**src/rtl/taus_pkg.sv**
```systemverilog
// rtl/taus_pkg.sv - Tausworthe generator constants, scheduler states and step function
package taus_pkg;

   localparam logic [31:0] SEED_DEF     = 32'hffffffff;
   localparam int          SHIFT_L1_DEF = 13;
   localparam int          SHIFT_R_DEF  = 19;
   localparam int          SHIFT_L2_DEF = 12;
   localparam logic [31:0] CONST_DEF    = 32'hfffffffe;

   typedef enum logic {WARM, RUN} taus_state_e;

   function automatic logic [31:0] taus_next(
      input logic [31:0] s,
      input int          l1 = SHIFT_L1_DEF,
      input int          r  = SHIFT_R_DEF,
      input int          l2 = SHIFT_L2_DEF,
      input logic [31:0] c  = CONST_DEF
   );
      return (((s << l1) ^ s) >> r) ^ ((s & c) << l2);
   endfunction

endpackage

```
**src/rtl/taus_rr_arb.sv**
```systemverilog
// rtl/taus_rr_arb.sv - combinational round-robin picker, search starts just above ptr
module taus_rr_arb #(
   parameter int N_REQ = 4,
   parameter int IW    = $clog2(N_REQ)
) (
   input  logic [N_REQ-1:0] req_i,
   input  logic [IW-1:0]    ptr_i,
   output logic [N_REQ-1:0] gnt_nxt_o,
   output logic [IW-1:0]    idx_o
);

   always_comb begin
      int   j;
      logic found;
      gnt_nxt_o = '0;
      idx_o     = '0;
      found     = 1'b0;
      j         = 0;
      for (int k = 1; k <= N_REQ; k++) begin
         j = (int'(ptr_i) + k) % N_REQ;
         if (!found && req_i[IW'(j)]) begin
            found             = 1'b1;
            gnt_nxt_o[IW'(j)] = 1'b1;
            idx_o             = IW'(j);
         end
      end
   end

endmodule

```
**src/rtl/taus_rr_sched.sv**
```systemverilog
// rtl/taus_rr_sched.sv - round-robin sharing of one Tausworthe generator; optional TAUS_GRANT_CNT_EN
module taus_rr_sched
   import taus_pkg::*;
#(
   parameter int          N_REQ    = 4,
   parameter int          WARMUP   = 16,
   parameter logic [31:0] SEED     = SEED_DEF,
   parameter int          SHIFT_L1 = SHIFT_L1_DEF,
   parameter int          SHIFT_R  = SHIFT_R_DEF,
   parameter int          SHIFT_L2 = SHIFT_L2_DEF,
   parameter logic [31:0] CONST    = CONST_DEF
) (
   input  logic                     clk,
   input  logic                     rst_n,
   input  logic                     seed_load,
   input  logic [31:0]              seed_val,
   input  logic [N_REQ-1:0]         req,
   output logic [N_REQ-1:0]         gnt,
   output logic                     rnd_valid,
   output logic [31:0]              rnd_data,
   output logic [$clog2(N_REQ)-1:0] rnd_id,
   output logic                     ready
`ifdef TAUS_GRANT_CNT_EN
   ,
   output logic [15:0]              grant_cnt
`endif
);

   localparam int          IW       = $clog2(N_REQ);
   localparam logic [7:0]  WARMUP_C = 8'(WARMUP);

   taus_state_e      state_q;
   logic [31:0]      s_q, s_step, seed_d, rnd_data_q;
   logic [7:0]       warm_cnt_q;
   logic [IW-1:0]    ptr_q, arb_idx, rnd_id_q;
   logic [N_REQ-1:0] arb_gnt, gnt_q;
   logic             grant_go;

   taus_rr_arb #(.N_REQ(N_REQ), .IW(IW)) u_arb (
      .req_i     (req),
      .ptr_i     (ptr_q),
      .gnt_nxt_o (arb_gnt),
      .idx_o     (arb_idx)
   );

   assign s_step   = taus_next(s_q, SHIFT_L1, SHIFT_R, SHIFT_L2, CONST);
   // All-zero and lone-LSB seeds lock the generator up, so they fall back to SEED.
   assign seed_d   = (seed_val[31:1] == 31'd0) ? SEED : seed_val;
   assign grant_go = (state_q == RUN) && (|req) && !seed_load;

   always_ff @(posedge clk or negedge rst_n) begin
      if (!rst_n) begin
         state_q    <= WARM;
         s_q        <= SEED;
         warm_cnt_q <= '0;
         ptr_q      <= IW'(N_REQ - 1);
         gnt_q      <= '0;
         rnd_data_q <= '0;
         rnd_id_q   <= '0;
      end else begin
         gnt_q <= '0;
         if (seed_load) begin
            s_q        <= seed_d;
            warm_cnt_q <= '0;
            state_q    <= WARM;
         end else begin
            case (state_q)
               WARM: begin
                  if (warm_cnt_q == WARMUP_C) begin
                     state_q <= RUN;
                  end else begin
                     s_q        <= s_step;
                     warm_cnt_q <= warm_cnt_q + 8'd1;
                  end
               end
               RUN: begin
                  if (grant_go) begin
                     gnt_q      <= arb_gnt;
                     rnd_id_q   <= arb_idx;
                     rnd_data_q <= s_step;
                     s_q        <= s_step;
                     ptr_q      <= arb_idx;
                  end
               end
               default: state_q <= WARM;
            endcase
         end
      end
   end

   assign gnt       = gnt_q;
   assign rnd_valid = |gnt_q;
   assign rnd_data  = rnd_data_q;
   assign rnd_id    = rnd_id_q;
   assign ready     = (state_q == RUN);

`ifdef TAUS_GRANT_CNT_EN
   logic [15:0] grant_cnt_q;

   always_ff @(posedge clk or negedge rst_n) begin
      if (!rst_n) begin
         grant_cnt_q <= '0;
      end else if (seed_load) begin
         grant_cnt_q <= '0;
      end else if (grant_go && grant_cnt_q != 16'hffff) begin
         grant_cnt_q <= grant_cnt_q + 16'd1;
      end
   end

   assign grant_cnt = grant_cnt_q;
`endif

endmodule

```
**config.mk**
```make
export PLATFORM = sky130hd
export DESIGN_NAME = taus_rr_sched
export DESIGN_NICKNAME = d
export VERILOG_FILES = /design/src/rtl/taus_pkg.sv /design/src/rtl/taus_rr_arb.sv /design/src/rtl/taus_rr_sched.sv
export SDC_FILE = /design/constraint.sdc
export NUM_CORES = 1
export LEC_CHECK = 0
export BUFFER_PORTS_ARGS = -buffer_cell sky130_fd_sc_hd__buf_2
export CELL_PAD_IN_SITES_DETAIL_PLACEMENT = 0
export CELL_PAD_IN_SITES_GLOBAL_PLACEMENT = 2
export CORE_ASPECT_RATIO = 1.75
export CORE_UTILIZATION = 31
export DETAILED_ROUTE_END_ITERATION = 6
export PLACE_DENSITY = 0.87
export SKIP_LAST_GASP = 1
export SLEW_MARGIN = 10
export SYNTH_ARGS = -nofsm -noshare
export SYNTH_HDL_FRONTEND = slang
export SYNTH_SLANG_ARGS = --single-unit
```
**constraint.sdc**
```tcl
create_clock -name clk -period 2.5 [get_ports clk]
set_clock_uncertainty 0.15 [all_clocks]
set_input_delay 0.25 -clock clk [delete_from_list [all_inputs] [get_ports clk]]
set_output_delay 0.25 -clock clk [all_outputs]
set_load 0.01 [all_outputs]
```
# Word level (Yosys, flattened, before mapping)
# Cells that the tools add are included.
# Widths: inputs -> output; s select.
dict set report op_classes {
  div 0
  bitwise_logic 7
  n_reduce_logical 19
  shift 0
  mux 45
  n_addsub 5
  eq_ne 5
  magnitude_cmp 8
  mul 0
}
# operator n
set ops {}
lappend ops {{$mux 32} 4}
lappend ops {{$pmux 32 s2} 1}
lappend ops {{$xor 13x32->32} 1}
lappend ops {{$xor 32x32->32} 1}
lappend ops {{$logic_not 31->1} 1}
lappend ops {{$mux 4} 7}
lappend ops {{$mux 8} 3}
lappend ops {{$mux 1} 18}
lappend ops {{$lt 2x4->1 const B} 4}
lappend ops {{$or 4x4->4} 3}
lappend ops {{$logic_and 1x1->1} 9}
lappend ops {{$add 8x1->8 const B} 1}
lappend ops {{$bmux 1 s2} 4}
lappend ops {{$demux 1 s2} 4}
lappend ops {{$eq 8x5->1 const B} 1}
lappend ops {{$ge 2x1->1 const B} 4}
lappend ops {{$mux 2} 4}
lappend ops {{$reduce_or 4->1} 2}
lappend ops {{$add 2x1->2 const B} 2}
lappend ops {{$add 2x2->2 const B} 2}
lappend ops {{$logic_not 1->1} 4}
lappend ops {{$ne 2x2->1 const B} 2}
lappend ops {{$reduce_and 2->1} 2}
lappend ops {{$ne 3x2->1 const B} 1}
lappend ops {{other kinds (3)} 4}
dict set report word_totals {
  mem_bits_ro 0
  input_bits 39
  reg_bits 81
  latch_bits 0
  word_cells 96
  ram_bits 0
  mem_count 0
}

# Longest topological paths before layout
# Gate-level depths: netlist of the first run.
dict set report logic_depth {
  ltp_word 17
  mapped_depth 8
  depth_no_buf 6
}

# By module
# Synthesis of the first run repeated with hierarchy kept, for this count alone.
dict set report hier_totals {
  cells_unflattened 453
  hier_area_um2 4450.5
}
# mod instances area_per_inst_um2 cells_each
set by_module_without_submodules {}
lappend by_module_without_submodules {taus_rr_sched 1 3796.1 371}
lappend by_module_without_submodules {taus_rr_arb 1 654.4 82}

# Worst setup path after synthesis of the first run
# No wires, ideal clock.
dict set report synth_path {
  path_type {reg-to-reg}
  from {register ptr_q[1]}
  to {register ptr_q[0]}
  synth_period_minus_slack_ps 2557
  stages_incl_launch_ff 8
  setup_time_ps 89
  required_time_ps 2261
  arrival_time_ps 2318
  slack_ps -57
  cell_sequence {dfstp_2 -> clkbuf_1 -> inv_1 -> ha_1 -> buf_2 -> mux2i_1 -> a21oi_1 -> a211oi_1}
}
dict set report synth_between {
  elab_chain_cells 14
  word_cells_on_any_way 29
  classes_between {add/sub: 4; mux: 19; reduce/logical: 6}
}
# item line_no
set synth_rtl {}
lappend synth_rtl {{start, declared} taus_rr_sched.sv:35} ;# logic [IW-1:0] ptr_q, arb_idx, rnd_id_q;
lappend synth_rtl {{start signal, assigned} taus_rr_sched.sv:56} ;# ptr_q <= IW'(N_REQ - 1);
lappend synth_rtl {{start signal, assigned} taus_rr_sched.sv:82} ;# ptr_q <= arb_idx;
lappend synth_rtl {{$add 2x1->2} taus_rr_arb.sv:20} ;# j = (int'(ptr_i) + k) % N_REQ;
lappend synth_rtl {{$bmux 1 s2} taus_rr_arb.sv:21} ;# if (!found && req_i[IW'(j)]) begin
lappend synth_rtl {{$mux 1 (implied by the code) (2 in series)} taus_rr_arb.sv:21}
lappend synth_rtl {{$mux 1} taus_rr_arb.sv:21}
lappend synth_rtl {{$logic_not 1->1} taus_rr_arb.sv:21}
lappend synth_rtl {{$logic_and 1x1->1} taus_rr_arb.sv:21}
lappend synth_rtl {{$mux 1} taus_rr_arb.sv:21}
lappend synth_rtl {{$logic_not 1->1} taus_rr_arb.sv:21}
lappend synth_rtl {{$logic_and 1x1->1} taus_rr_arb.sv:21}
lappend synth_rtl {{$mux 1} taus_rr_arb.sv:21}
lappend synth_rtl {{$logic_not 1->1} taus_rr_arb.sv:21}
lappend synth_rtl {{$logic_and 1x1->1} taus_rr_arb.sv:21}
lappend synth_rtl {{$mux 2 *} taus_rr_arb.sv:21}
# Every way passes the cells marked *; elsewhere a longest branch is shown, timed or not. The select of a mux whose other input is x is not followed.
# A chain may end at the register's enable or synchronous reset.

# Final worst setup path of the first run
dict set report layout_path {
  from {register warm_cnt_q[0]}
  to {register s_q[12]}
}
dict set report layout_between {
  elab_chain_cells 3
}
# item line_no
set layout_rtl {}
lappend layout_rtl {{start, declared} taus_rr_sched.sv:34} ;# logic [7:0] warm_cnt_q;
lappend layout_rtl {{start signal, assigned} taus_rr_sched.sv:73} ;# warm_cnt_q <= warm_cnt_q + 8'd1;
lappend layout_rtl {{$eq 8x5->1} taus_rr_sched.sv:69} ;# if (warm_cnt_q == WARMUP_C) begin
lappend layout_rtl {{$ne 3x3->1 (no line)} --}
lappend layout_rtl {{$reduce_and 2->1 (no line)} --}
lappend layout_rtl {{end signal, assigned} taus_rr_sched.sv:72} ;# s_q <= s_step;
lappend layout_rtl {{end signal, assigned} taus_rr_sched.sv:81} ;# s_q <= s_step;
lappend layout_rtl {{end, declared} taus_rr_sched.sv:33} ;# logic [31:0] s_q, s_step, seed_d, rnd_data_q;
# No other way between the ends.

==> results of run 1 <==
power breakdown:
| part | internal, W | switching [W] | total (W) |
|---|---|---|---|
| Combinational | 0.000197 | 0.000234 | 0.000431 |
| Sequential | 0.00144 | 0.000102 | 0.00155 |
| Clock | 0.000880 | 0.000544 | 0.00142 |
| Total | 0.00252 | 0.000880 | 0.00340 |
worst max-delay path, cell delays in order, from the launching register on:
cell	delay, ns
dfrtp_1	0.42
inv_1	0.08
ha_1	0.14
or4b_1	0.52
o32ai_4	0.33
buf_12	0.28
a21oi_1	0.10
a22o_1	0.22
cell families after synthesis:
kind of cell | count (synthesis)
AND/OR/NAND/NOR | 164
AO/OA/AOI/OAI | 118
flip-flops | 80
buffers and inverters | 70
XOR/XNOR | 18
multiplexers | 11
adder cells (fa/ha/maj) | 10
worst paths after layout:
check / from / endpoint / slack [ns] / cells after the start
max: warm_cnt_q[0]$_DFFE_PN0P_ / s_q[12]$_DFFE_PN1P_ / 0.17 / 7
min: seed_load / warm_cnt_q[7]$_DFFE_PN0P_ / 0.11 / 3
max in group asynchronous: rst_n / ptr_q[1]$_DFFE_PN1P_ / 1.33 / 3
min reg2reg: rnd_data[13]$_DFFE_PN0P_ / rnd_data[13]$_DFFE_PN0P_ / 0.32 / 2
max reg2reg: warm_cnt_q[0]$_DFFE_PN0P_ / s_q[12]$_DFFE_PN1P_ / 0.17 / 7
min in group asynchronous: rst_n / rnd_data[21]$_DFFE_PN0P_ / 0.20 / 2
sequential cells by signal, summed over array words and instances (netlist names):
register and count:
warm_cnt_q 8, rnd_data 32, gnt 4, s_q 31, ready 1, rnd_id 2, ptr_q 2
synthesized netlist by cell type, types with 2 or more instances:
cell,number
buf_2,2
nand4_1,2
inv_1,38
nor2_1,46
or3b_2,2
buf_6,3
ha_1,10
xnor2_1,16
nand2_1,78
and3_1,3
o2111ai_1,2
and2_1,3
clkbuf_1,22
o211ai_1,36
o31a_1,2
nand3b_1,2
nand3_1,2
mux2_2,3
nor3_1,7
a2111oi_4,2
dfrtp_1,47
or4_1,2
o21ai_0,18
dfstp_2,33
buf_4,5
a31oi_1,4
a22o_1,31
or3_1,2
xor2_1,2
o31ai_1,2
mux2i_1,6
nand2b_1,3
a21oi_1,16
nor4_1,7
area by class of cell:
cell class              instances  area (µm²)
inverters                      38         143
flip-flops and latches         80        2040
clock inverters                 6        92.6
multi-input cells             321        2040
fillers                      1456        8530
repair buffers                 92         528
well taps                     177         221
clock buffers                  10         229
metal layers:
layer / GRT usage [%] / vias to the layer above / share of wire [%]
met5: 0 / - / 0
met4: 7.46 / 0 / 2.7
met3: 2.72 / 19 / 3.8
met2: 29.9 / 87 / 53
met1: 19.6 / 1776 / 41
li1: - / 1786 / -
stage by stage:
step | hold WS [ns] | std cells | total power, W | utilization, % | instance area, µm²
after floorplan | -0.196 | 471 | 0.00180 | - | 4400
after global placement | -0.000252 | 707 | 0.00200 | 35.9 | 4970
after global routing | 0.102 | 724 | 0.00356 | 38.3 | 5300
final | 0.106 | 724 | 0.00340 | 38.3 | 5300
after detailed placement | 0.00584 | 707 | 0.00201 | 35.9 | 4970
after CTS | 0.0864 | 724 | 0.00344 | 38.3 | 5300
==> flow_metrics.tcl, run 1 <==
set metrics [dict create \
    portBuffers 77 \
    cp_max_fo 62 \
    fp-row-count 57 \
    layout_common_cells "78 x nand2_1, 76 x buf_2, 47 x dfrtp_1" \
    synth-seq-area-share_pct 46.5 \
    start_util_pct 31.8 \
    cts_resized 0 \
    synth_nets 520 \
    cts.sink_count 80 \
    period_share_pct 93.3 \
    min_path_type "in2reg" \
    synth-compound-area-share_pct 20.6 \
    grt_pass1_vias 3742 \
    insertion_delay_ns 0.34 \
    core_um2 13800 \
    routed_wl_um 11600 \
    track_usage_pct 16.8 \
    synth_top_cell_area_share_pct 26.8 \
    synthSimpleGateAreaFrac_pct 16.6 \
    syn_area_um2 4390 \
    final.setup.worst_slack_ns 0.168 \
    grt_max_degree 63 \
    finalSetupTns_ns 0 \
    gp_congestion 0.813 \
    start_kind "register" \
    synth_top_family_by_area "compound AO/OA/AOI/OAI gates" \
    period_needed_ns 2.33 \
    cts_htree_levels 3 \
    dr.pass1.iters 4 \
    cts_setup_buffers 0 \
    clockRootBuffer "clkbuf_16" \
    clock_path_buffers 2 \
    dp_slack_ns 0.199 \
    synthMuxAreaShare_pct 2.90 \
    cts_made_buffers 9 \
    async_flop_share_pct 100 \
    status "complete, no violations" \
    yosys_warnings 0 \
    setup_viol_count_final 0 \
    globalRouteOverflowTotal 0 \
    die-area_um2 14700 \
    hold_buffers 1 \
    grt_pass1_wl_um 19300 \
    power_leakage_nw 2.54 \
    drtIter0Drc 156 \
    slew_headroom_pct 65.8 \
    wl_per_cell_um 16.1 \
    synthFlopType "dfrtp_1" \
    dpl.hpwl_um 8770 \
    post_route_cells_drive_above_1_share_pct 27.2 \
    synth_edf_count 0 \
    synth_seq_cells 80 \
    ant_nets 0 \
    synth_cell_types 46 \
    hold_viol_final 0 \
    synth_xor_xnor_area_share_pct 3.59 \
    grt_antenna_before_repair 0 \
    routed-via-count 3668 \
    timing.fmax_mhz 429 \
    rsz0062_at_grt "no" \
    end_kind "register" \
    dieWidth_um 92 \
    yosysTopAreaCell "dfrtp_1" \
    synthCells 471 \
    ios 79 \
    maxCapViolations 0 \
    antenna_cells 0 \
    cts_tree "yes" \
    path_class "reg2reg" \
    power.density_nw_per_um2 642 \
    avgSynthCellArea_um2 9.33 \
    num-nets-final 591 \
    final_common_cell "nand2_1" \
    area_delta_synth_final_pct 20.6 \
    drv_slew 0 \
    synthAdderAreaFrac_pct 2.85 \
    die_h_um 160 \
    worst_pin_slew_ns 0.508 \
    viasPerCell 5.07 \
    netlist_top_cells_area "dfrtp_1 27%, dfstp_2 20%, nand2_1 6.7%" \
    cp_data_required_time_ns 2.62 \
    drc 0 \
    vdd_drop_max_mv 0.286 \
    cp.arrival_ns 2.46 \
    cts.clk_slew.worst_paths_ns 0.06 \
]
Note: power is estimated with default switching activity, not from simulation.
==> inputs of run 2 (changes only) <==
- PLACE_DENSITY: 0.87 -> 0.84
==> run 2 against run 1 <==
Clock-buffer cell count unchanged. Clock power fell by 7%. Maximum frequency grew 0.50%. Sequential power barely moved. Routed wire length fell by 1.6%. Non-clock buffer count decreased by 1. Combinational power barely moved. Critical endpoint is now s_q[11]$_DFFE_PN1P_. Largest power group unchanged.
==> flow_metrics.tcl, run 2 (synthesized netlist as in run 1, its figures left out) <==
set metrics [dict create \
    status "complete, no violations" \
    drc 0 \
    num-nets-final 590 \
    switching_share_pct 26.6 \
    clock_path_buffers 2 \
    cp.buffers_inverters 2 \
    crit_path_top_delay_cell "or4b_1" \
    ant_nets 0 \
    cts_htree_levels 3 \
    period_needed_ns 2.32 \
    end_kind "register" \
    portBuffers 77 \
    antenna_cells 0 \
    final_area_um2 5290 \
    core_um2 13800 \
    insertion_delay_ns 0.34 \
    dpl.hpwl_um 8670 \
    p_total_w 0.00329 \
    clkPwrFrac_pct 40.1 \
    cts_made_buffers 9 \
    dieWidth_um 92 \
    largest_reg_flops 32 \
    track_usage_pct 16.5 \
    post_route_cells_drive_above_1_share_pct 27.3 \
    globalRouteOverflowTotal 0 \
    min_path_type "in2reg" \
    internal_power_w 0.00242 \
    maxCapViolations 0 \
    holdWs_ns 0.117 \
    die_h_um 160 \
    crit_chain "inv_1, ha_1, or4b_1, o32ai_4, buf_12, a21oi_1, a22o_1" \
    final_common_cell "nand2_1" \
    seq_power_share_pct 46.8 \
    power.density_nw_per_um2 622 \
    slew_headroom_pct 64.2 \
    cts.sink_count 80 \
    switchingPower_w 0.000876 \
    placed_area_um2 4970 \
    timing.fmax_mhz 431 \
    viasPerCell 5.01 \
    cpLargestDelayFamily "compound AO/OA/AOI/OAI gates" \
    grt_max_degree 63 \
    cp_max_fo 62 \
    p_comb_share_pct 13.1 \
    fp-row-count 57 \
    drtIter0Drc 199 \
    gp_congestion 0.855 \
    drv_slew 0 \
    hold_viol_final 0 \
    start_kind "register" \
    clockRootBuffer "clkbuf_16" \
    cp.arrival_ns 2.44 \
    layout_common_cells "78 x nand2_1, 76 x buf_2, 47 x dfrtp_1" \
    finalSetupTns_ns 0 \
    power_leakage_nw 2.53 \
    ios 79 \
    routed-via-count 3625 \
    wl_per_cell_um 15.9 \
    rsz0062_at_grt "no" \
    path_class "reg2reg" \
    cp_data_required_time_ns 2.62 \
    start_util_pct 31.8 \
    final.setup.worst_slack_ns 0.180 \
    vdd_drop_max_mv 0.257 \
    period_share_pct 92.8 \
    grt_pass1_wl_um 18700 \
    routed_wl_um 11500 \
    worst_pin_slew_ns 0.537 \
    setup_viol_count_final 0 \
    dp_slack_ns 0.113 \
    grt_pass1_vias 3624 \
    dr.pass1.iters 4 \
    area_delta_synth_final_pct 20.4 \
    cts.clk_slew.worst_paths_ns 0.06 \
    grt_antenna_before_repair 0 \
    cts_tree "yes" \
    cpPeakStageDelay_ns 0.52 \
    die-area_um2 14700 \
]
==> run 2: cell count changes in the layout (fill, tap and decap cells not counted) <==
cell | before | now
buf_12 | 2 | 3
a221oi_2 | 0 | 1
clkinvlp_4 | 2 | 4
a221oi_1 | 1 | 0
bufinv_16 | 2 | 1
dfstp_2 | 33 | 32
buf_4 | 13 | 11
clkinv_4 | 1 | 0
dfstp_4 | 0 | 1
==> run 2: cell type report <==
cell class              count  area [µm²]
fillers                  1467        8540
clock inverters             6        68.8
clock buffers              10         229
inverters                  38         143
multi-input cells         321        2050
repair buffers             91         533
well taps                 177         221
flip-flops and latches     80        2050
==> run 2: final timing paths <==
kind	to	cells past startpoint	from	slack (ns)
worst max register to register	s_q[11]$_DFFE_PN1P_	7	warm_cnt_q[0]$_DFFE_PN0P_	0.18
worst max-delay path	s_q[11]$_DFFE_PN1P_	7	warm_cnt_q[0]$_DFFE_PN0P_	0.18
worst min-delay path	s_q[16]$_DFFE_PN1P_	4	seed_val[16]	0.12
min in group asynchronous	rnd_data[15]$_DFFE_PN0P_	2	rst_n	0.29
max in group asynchronous	ptr_q[0]$_DFFE_PN1P_	3	rst_n	1.20
worst min register to register	rnd_data[29]$_DFFE_PN0P_	2	rnd_data[29]$_DFFE_PN0P_	0.32
==> run 2: metal layers <==
layer / GRT usage [%] / share of wire (%) / up-vias
met5: 0 / 0 / -
met4: 6.82 / 1.9 / 0
met3: 3.01 / 2.9 / 15
met2: 29.4 / 54 / 70
met1: 19.1 / 42 / 1754
li1: - / - / 1786
==> run 2: metrics by stage <==
| step | std cells | utilization (%) |
|---|---|---|
| 4_1_cts | 723 | 38.2 |
| 3_3_place_gp | 706 | 36.0 |
| 2_1_floorplan | 471 | - |
| 5_1_grt | 723 | 38.3 |
| 3_5_place_dp | 706 | 36.0 |
| 6_report | 723 | 38.3 |
==> run 2: power groups by stage <==
stage	sequential, W	combinational, W	clock (W)
after floorplan	0.00155	0.000253	0
after global placement	0.00156	0.000431	0
after detailed placement	0.00156	0.000439	0
after CTS	0.00154	0.000442	0.00135
after global routing	0.00156	0.000488	0.00141
final	0.00154	0.000433	0.00132
==> run 2: timing repair <==
item,CTS,global route
endpoints found under the setup margin,0,3
setup buffers,0,0
hold buffers,1,0
endpoints found under the hold margin,15,0
resized for setup,0,2
==> run 2: worst reg2reg max path, cell delays in order (launching register included) <==
cell and delay (ns):
dfrtp_1 0.42, inv_1 0.08, ha_1 0.13, or4b_1 0.52, o32ai_4 0.32, buf_12 0.28
a21oi_1 0.14, a22o_1 0.22
==> inputs of run 3 (changes only) <==
- CORE_MARGIN: unset -> 5
==> run 3 against run 2 <==
Non-clock buffer count increased by 1. Critical path type unchanged. Global-route usage down 1.4 points. Critical path depth did not move. Largest cell class unchanged. Critical endpoint unchanged. Clock-buffer cell count up 5.
==> flow_metrics.tcl, run 3 (synthesized netlist as in run 1, its figures left out) <==
set metrics [dict create \
    die-area_um2 16800 \
    grt_antenna_before_repair 0 \
    track_usage_pct 15.1 \
    ant_nets 0 \
    cp_max_fo 62 \
    rsz0062_at_grt "no" \
    cts_made_buffers 9 \
    clock_path_buffers 2 \
    routed-via-count 3601 \
    dr.pass1.iters 4 \
    timing.fmax_mhz 430 \
    crit_path_top_delay_cell "or4b_1" \
    grt_max_degree 63 \
    start_kind "register" \
    core_um2 13900 \
    drc 0 \
    status "complete, no violations" \
    crit_chain "inv_1, ha_1, or4b_1, o32ai_4, buf_12, a21oi_1, a22o_1" \
    num-nets-final 591 \
    min_path_type "in2reg" \
    power_leakage_nw 2.52 \
    cp.buffers_inverters 2 \
    drtIter0Drc 148 \
    power.density_nw_per_um2 609 \
    cpLargestDelayFamily "compound AO/OA/AOI/OAI gates" \
    dieWidth_um 100 \
    cts.clk_slew.worst_paths_ns 0.06 \
    wl_met2_um 6610 \
    dr_wl_met3_um 307 \
    cpPeakStageDelay_ns 0.53 \
    cp_data_required_time_ns 2.61 \
    end_kind "register" \
    ios 79 \
    cts_htree_levels 3 \
    final.setup.worst_slack_ns 0.173 \
    drv_slew 0 \
    insertion_delay_ns 0.33 \
    vdd_drop_max_mv 0.244 \
    top_layer_used "met4" \
    final_area_um2 5240 \
    antenna_cells 0 \
    layout_common_cells "78 x nand2_1, 76 x buf_2, 47 x dfrtp_1" \
    slew_headroom_pct 60.7 \
    period_share_pct 93.1 \
    fp-row-count 57 \
    path_class "reg2reg" \
    die_h_um 168 \
    start_util_pct 31.6 \
    grt_pass1_vias 3786 \
    period_needed_ns 2.33 \
    cts.sink_count 80 \
    dp_slack_ns 0.199 \
    globalRouteOverflowTotal 0 \
    cts_tree "yes" \
    maxCapViolations 0 \
    setup_viol_count_final 0 \
    largest_reg_flops 32 \
    r2r_slack_ns 0.17 \
    placed_area_um2 4960 \
    cp.arrival_ns 2.44 \
    viasPerCell 4.97 \
    gp_congestion 0.826 \
    met1Wirelength_um 5020 \
    finalSetupTns_ns 0 \
    clockRootBuffer "clkbuf_16" \
    cts_setup_buffers 0 \
    routed_wl_um 12200 \
    area_delta_synth_final_pct 19.2 \
    grt_pass1_wl_um 20100 \
    post_route_cells_drive_above_1_share_pct 26.7 \
    dpl.hpwl_um 9310 \
    hold_viol_final 0 \
    worst_pin_slew_ns 0.590 \
    wl_per_cell_um 16.8 \
    portBuffers 77 \
    final_common_cell "nand2_1" \
]
-- run 3: cell types whose count changed in the layout (fill, tap and decap cells not counted) --
cell | previous run | this run
a221oi_1 | 0 | 1
a221oi_2 | 1 | 0
buf_12 | 3 | 1
buf_4 | 11 | 14
bufinv_16 | 1 | 0
clkbuf_1 | 1 | 4
clkbuf_8 | 0 | 2
clkinv_2 | 0 | 1
clkinvlp_4 | 4 | 0
dfstp_2 | 32 | 33
dfstp_4 | 1 | 0
inv_6 | 1 | 0
-- run 3: power breakdown --
part	internal [W]	switching, W	total (W)
Combinational	0.000195	0.000237	0.000432
Clock	0.000727	0.000489	0.00122
Sequential	0.00144	0.000101	0.00155
Total	0.00237	0.000827	0.00319
-- run 3: cell type report --
class                           count  area, µm²
Fill cell                        1472       8670
Multi-Input combinational cell    321       2040
Sequential cell                    80       2040
Timing Repair Buffer               92        515
Clock buffer                       15        268
Tap cell                          177        221
Inverter                           38        143
Clock inverter                      1       5.00
-- run 3: path summary, 6_finish.rpt --
check,start,endpoint,depth (start not counted)
max,warm_cnt_q[0]$_DFFE_PN0P_,s_q[11]$_DFFE_PN1P_,7
max reg2reg,warm_cnt_q[0]$_DFFE_PN0P_,s_q[11]$_DFFE_PN1P_,7
min,seed_val[11],s_q[11]$_DFFE_PN1P_,4
min reg2reg,rnd_data[19]$_DFFE_PN0P_,rnd_data[19]$_DFFE_PN0P_,2
max in group asynchronous,rst_n,s_q[23]$_DFFE_PN1P_,3
min in group asynchronous,rst_n,rnd_data[25]$_DFFE_PN0P_,2
-- run 3: worst reg2reg max path, cell delays in order, from the launching register on --
cell	delay, ns
dfrtp_1	0.42
inv_1	0.07
ha_1	0.13
or4b_1	0.53
o32ai_4	0.33
buf_12	0.29
a21oi_1	0.12
a22o_1	0.23
-- run 3: per-layer routing --
metal	track usage (%)	vias up
met2	27.9	61
li1	-	1779
met4	4.99	0
met1	17.4	1749
met3	2.16	12
met5	0	-
-- run 3: through the flow --
stage | cells | total power, W | utilization [%] | hold WS, ns
final | 724 | 0.00319 | 37.7 | 0.129
after global routing | 724 | 0.00335 | 37.7 | 0.149
after CTS | 724 | 0.00323 | 37.7 | 0.115
after detailed placement | 707 | 0.00201 | 35.6 | 0.0809
after global placement | 707 | 0.00200 | 35.6 | 0.0727
after floorplan | 471 | 0.00180 | - | -0.196
-- run 3: repair_timing --
action                                  4_1_cts  5_1_grt
gates resized for setup                       0        0
hold endpoints to repair                     18        0
endpoints found under the setup margin        0        0
hold buffers                                  1        0
